<file path="src/rtl/regfile_param_2w_fwd.sv">
// rtl/regfile_param_2w_fwd.sv - DEPTH x WIDTH register file, 2 read / 2 write ports, write forwarding, pending scoreboard
module regfile_param_2w_fwd #(
    parameter int WIDTH = 32,
    parameter int DEPTH = 40,
    parameter int AW    = 6
) (
    input  logic             clk,
    input  logic             rst,
    input  logic             rd0_en,
    input  logic [AW-1:0]    rd0_addr,
    output logic [WIDTH-1:0] rd0_data,
    output logic             rd0_pending,
    output logic             rd0_valid,
    input  logic             rd1_en,
    input  logic [AW-1:0]    rd1_addr,
    output logic [WIDTH-1:0] rd1_data,
    output logic             rd1_pending,
    output logic             rd1_valid,
    input  logic             wr0_en,
    input  logic [AW-1:0]    wr0_addr,
    input  logic [WIDTH-1:0] wr0_data,
    input  logic             wr1_en,
    input  logic [AW-1:0]    wr1_addr,
    input  logic [WIDTH-1:0] wr1_data,
    input  logic             rsv_en,
    input  logic [AW-1:0]    rsv_addr,
    input  logic             flush
);

    localparam logic [AW:0] DEPTH_W = (AW+1)'(DEPTH);

    logic [WIDTH-1:0] mem_q [DEPTH];
    logic [DEPTH-1:0] pend_q;
    logic [DEPTH-1:0] pend_d;

    logic wr0_ok;
    logic wr1_ok;
    logic rsv_ok;

    assign wr0_ok = wr0_en && ({1'b0, wr0_addr} < DEPTH_W);
    assign wr1_ok = wr1_en && ({1'b0, wr1_addr} < DEPTH_W);
    assign rsv_ok = rsv_en && ({1'b0, rsv_addr} < DEPTH_W);

    // Reserve outranks a same-cycle write: it announces a newer producer.
    always_comb begin
        pend_d = pend_q;
        for (int i = 0; i < DEPTH; i++) begin
            if (flush) begin
                pend_d[i] = 1'b0;
            end else if (rsv_ok && (rsv_addr == AW'(i))) begin
                pend_d[i] = 1'b1;
            end else if ((wr0_ok && (wr0_addr == AW'(i))) ||
                         (wr1_ok && (wr1_addr == AW'(i)))) begin
                pend_d[i] = 1'b0;
            end
        end
    end

    always_ff @(posedge clk or negedge rst) begin
        if (!rst) begin
            for (int i = 0; i < DEPTH; i++) begin
                mem_q[i] <= '0;
            end
            pend_q <= '0;
        end else begin
            pend_q <= pend_d;
            for (int i = 0; i < DEPTH; i++) begin
                if (wr1_ok && (wr1_addr == AW'(i))) begin
                    mem_q[i] <= wr1_data;
                end else if (wr0_ok && (wr0_addr == AW'(i))) begin
                    mem_q[i] <= wr0_data;
                end
            end
        end
    end

    for (genvar p = 0; p < 2; p++) begin : g_rd
        logic             en;
        logic [AW-1:0]    addr;
        logic             ok;
        logic [WIDTH-1:0] data_d;
        logic             pend_bit_d;
        logic [WIDTH-1:0] data_q;
        logic             pend_bit_q;
        logic             valid_q;

        assign en   = (p == 0) ? rd0_en   : rd1_en;
        assign addr = (p == 0) ? rd0_addr : rd1_addr;
        assign ok   = {1'b0, addr} < DEPTH_W;

        // Forwarded value matches what the array will hold after this edge.
        always_comb begin
            data_d     = '0;
            pend_bit_d = 1'b0;
            if (ok) begin
                if (wr1_ok && (wr1_addr == addr)) begin
                    data_d = wr1_data;
                end else if (wr0_ok && (wr0_addr == addr)) begin
                    data_d = wr0_data;
                end else begin
                    data_d = mem_q[addr];
                end
                pend_bit_d = pend_d[addr];
            end
        end

        always_ff @(posedge clk or negedge rst) begin
            if (!rst) begin
                data_q     <= '0;
                pend_bit_q <= 1'b0;
                valid_q    <= 1'b0;
            end else begin
                valid_q <= en;
                if (en) begin
                    data_q     <= data_d;
                    pend_bit_q <= pend_bit_d;
                end
            end
        end
    end

    assign rd0_data    = g_rd[0].data_q;
    assign rd0_pending = g_rd[0].pend_bit_q;
    assign rd0_valid   = g_rd[0].valid_q;
    assign rd1_data    = g_rd[1].data_q;
    assign rd1_pending = g_rd[1].pend_bit_q;
    assign rd1_valid   = g_rd[1].valid_q;

endmodule

</file>
<file path="config.mk">
export PLATFORM = sky130hd
export DESIGN_NAME = regfile_param_2w_fwd
export DESIGN_NICKNAME = d
export VERILOG_FILES = /design/src/rtl/regfile_param_2w_fwd.sv
export SDC_FILE = /design/constraint.sdc
export NUM_CORES = 2
export LEC_CHECK = 0
export CELL_PAD_IN_SITES_DETAIL_PLACEMENT = 1
export CELL_PAD_IN_SITES_GLOBAL_PLACEMENT = 1
export CORE_ASPECT_RATIO = 0.75
export CORE_MARGIN = 2
export CORE_UTILIZATION = 51
export DETAILED_ROUTE_END_ITERATION = 7
export PLACE_DENSITY = 0.83
export REMOVE_ABC_BUFFERS = 1
export SYNTH_ARGS = -nofsm -noshare
export SYNTH_HDL_FRONTEND = slang
export SYNTH_SLANG_ARGS = --single-unit
</file>
<file path="constraint.sdc">
create_clock -name clk -period 2.6 [get_ports clk]
set_input_delay 0.39 -clock clk [delete_from_list [all_inputs] [get_ports clk]]
set_output_delay 0.39 -clock clk [all_outputs]
set_load 0.03 [all_outputs]
</file>
==> run_results.csv <==
group,metric,value,unit
status,outcome,"finished, violations left",
status,violations,"design-rule violations, negative setup slack",
final_layout,syn2layout_area_growth,17.69,%
final_layout,drive_gt1_frac,0.2388,
synthesis,synth_area_per_cell,10.80,um2
timing,min_period,2.701,ns
timing,worst_slack,-0.1010,ns
final_layout,nFillCells,16850,
power_and_ir_drop,p_leak,0.04919,uW
timing,fin_crit_sh,1.039,
global_routing,grt_pass1_wl,616600,um
route,detail_route.vias_per_cell,7.776,
synthesis,synthMuxAreaShare,0.3627,
synthesis,synth-xor-area-share,0.002338,
timing,hold_slack,0.1269,ns
power_and_ir_drop,ir_drop,0.7521,mV
synthesis,netlist_area,86170,um2
route,routed-via-count,81420,
route,dr.max_layer_used,"met5",
clock_network,postCtsSetupRepairBufs,0,
route,wl_met3,72480,um
final_layout,fin_nets,8185,
synthesis,netlist_instances,7975,
floorplanning,rows,130,
critical_path,reg2reg_slack,0,ns
critical_path,critPathLaunchType,"primary input",
critical_path,crit_required,3.34,ns
clock_network,cts.sinks,1388,
clock_network,cts_tree,"yes",
global_routing,grt-ovfl-total,0,
synthesis,synth-compound-area-share,0.09945,
clock_network,clockBufferDepth,3,
clock_network,numCtsBuffers,147,
route,route.met2.wl,174000,um
floorplanning,core_region_area,167700,um2
route,met1_length,140300,um
placement,finalWeightedCongestion,0.9994,
clock_network,cts_root_buf,"clkbuf_16",
timing,rsz0062_at_grt,"no",
synthesis,ys_seq_area_frac,0.4031,
timing,max_slew.worst_pin.slew,1.392,ns
synthesis,synth_ff_type,"dfrtp_1",
placement,io_buffer_count,169,
floorplanning,io_pins,170,
synthesis,ys_warn_count,0,
synthesis,synth_top_family_by_area,"multiplexers",
clock_network,clk_pin_slew,0.07,ns
flow_run,cap_viol_max_count,0,
timing,setup_violations,5,
synthesis,synth_edf_count,0,
placement,hpwlAfterDp,258900,um
timing,hold_viol,0,
floorplanning,start_util,0.5138,
critical_path,cp_max_fo,34,
synthesis,post_synth_num_cell_types,67,
global_routing,grt_use_total,0.4936,
route,drtAntennaViolNets,0,
route,finalWirelength,428100,um
route,drt_iter0_drc,12910,
route,drc,2,
power_and_ir_drop,power.density,738.3,nW/um2
final_layout,layout_common_cells,"1388 x dfrtp_1, 1382 x mux2i_1, 1043 x nor2_1",
floorplanning,die-area,172300,um2
timing,fin_skew,0.03478,ns
timing,slew_headroom,0.07169,
final_layout,mostFrequentLayoutCell,"dfrtp_1",
timing,fmax,370.2,MHz
critical_path,critPathArrivalTime,3.44,ns
synthesis,synth_fa_ha_area_frac,0,
global_routing,antenna_found_initial,18,
synthesis,synth-simple-area-share,0.08396,
floorplanning,dieWidth,478.6,um
route,first_pass_iters,8,
critical_path,path_class,"primary input to flop",
final_layout,utilization,0.6047,
global_routing,grt_pass1_vias,87230,
clock_network,htreeDepth,4,
synthesis,synth_seq_cells,1388,
route,wl_per_cell,40.89,um
critical_path,cp-end-kind,"flop",
clock_network,clk_latency,0.85,ns
synthesis,async_flop_share,1.000,
floorplanning,die_y,360.0,um
global_routing,grt_max_degree,122,
hold_path,hp-class,"primary input to async pin",
timing,slew_violations,0,
-- flip-flops by register name (all words and copies together) (netlist names) --
signal and cells:
mem_q 1280, pend_q 40, rd0_data 32, rd1_data 32, rd0_pending 1, rd0_valid 1, rd1_pending 1, rd1_valid 1
-- per-stage QoR --
| stage | instance area (um2) | total power (uW) | std cells | setup TNS [ns] | setup slack [ns] |
|---|---|---|---|---|---|
| 3_5_place_dp | 96130 | 49750 | 10180 | -353.68 | -0.6447 |
| 2_1_floorplan | 82160 | 40890 | 6953 | -327.24 | -2.861 |
| 6_report | 101400 | 74860 | 10470 | -0.1600 | -0.1010 |
| 3_3_place_gp | 96130 | 47310 | 10180 | -275.54 | -0.5672 |
| 4_1_cts | 101300 | 73780 | 10450 | 0 | 0.03602 |
| 5_1_grt | 101400 | 76570 | 10450 | 0 | 0.008795 |
-- area by class of cell --
class	count	area, um2	share of cell area
antenna	22	55.05	0.0005429
clock buffer	212	4400	0.04339
clock inverter	59	800.8	0.007897
inverter	46	181.4	0.001789
multi-input combinational	5519	48100	0.4743
sequential	1388	34730	0.3425
tap	2244	2808	0.02769
timing repair buffer	981	10330	0.1018
-- final timing paths --
path                                          start                        to  depth (start not counted)
max                                     wr1_addr[5]    mem_q[458]$_DFFE_PN0P_                         10
min in group clk                        rd1_addr[5]   rd1_pending$_DFFE_PN0P_                          3
min reg2reg                rd1_data[15]$_DFFE_PN0P_  rd1_data[15]$_DFFE_PN0P_                          1
max in group asynchronous                       rst  rd0_data[13]$_DFFE_PN0P_                          3
min                                             rst      pend_q[38]$_DFF_PN0_                          2
max reg2reg                  mem_q[907]$_DFFE_PN0P_  rd1_data[11]$_DFFE_PN0P_                          6
-- cell usage after synthesis, drive strengths merged (3+ instances only) --
cell type,n,share of area
a211oi,3,0.00026
a21oi,905,0.053
a22o,22,0.0022
a31oi,41,0.0030
a32o,12,0.0014
a32oi,19,0.0019
a41o,3,0.00035
a41oi,5,0.00060
and2,13,0.00094
and3,13,0.00094
and3b,4,0.00041
buf,344,0.017
clkbuf,678,0.030
dfrtp,1388,0.40
inv,46,0.0020
mux2i,1383,0.16
mux4,772,0.20
nand2,510,0.022
nand2b,5,0.00036
nand3,72,0.0045
nand3b,4,0.00035
nand4,13,0.00094
nor2,1046,0.046
nor2b,18,0.0013
nor3,39,0.0023
nor3b,6,0.00058
nor4,9,0.00073
nor4b,5,0.00051
nor4bb,3,0.00035
o2111ai,32,0.0033
o211ai,3,0.00026
o21ai,429,0.025
o221ai,64,0.0065
o22ai,4,0.00029
o31ai,3,0.00026
or4,6,0.00052
xnor2,13,0.0013
xor2,10,0.0010
-- report_power, final --
group	switching, uW	internal, uW
registers	4880	26500
clock network	10300	13400
logic	9650	10200
total	24800	50100
-- critical path, stage by stage --
cell and delay [ns]:
clkdlybuf4s50_1 0.50, buf_4 0.17, and3b_1 0.21, buf_12 0.17
buf_4 0.15, nand3_4 0.07, buf_4 0.58, buf_4 0.67
nor2_1 0.14, a21oi_1 0.29
-- layer usage --
layer | global-route usage | vias to the layer above
met5 | 0.009156 | -
met4 | 0.3782 | 12
met3 | 0.2438 | 2977
met2 | 0.6795 | 8308
met1 | 0.5883 | 40720
li1 | - | 29410
-- timing repair --
action / CTS / global route
setup endpoints to repair: 0 / 1
gates resized for setup: 0 / 1
endpoints found under the hold margin: 492 / 0
hold buffers: 2 / 0
-- cells by family (layout without fill, tap and decap cells) --
| group | count (synthesis) | in the layout |
|---|---|---|
| buffers and inverters | 1068 | 1298 |
| multiplexers | 2157 | 2157 |
| other | 0 | 22 |
| AO/OA/AOI/OAI | 1560 | 1560 |
| AND/OR/NAND/NOR | 1779 | 1779 |
| flip-flops | 1388 | 1388 |
| XOR/XNOR | 23 | 23 |
(Power assumes the default switching activity.)
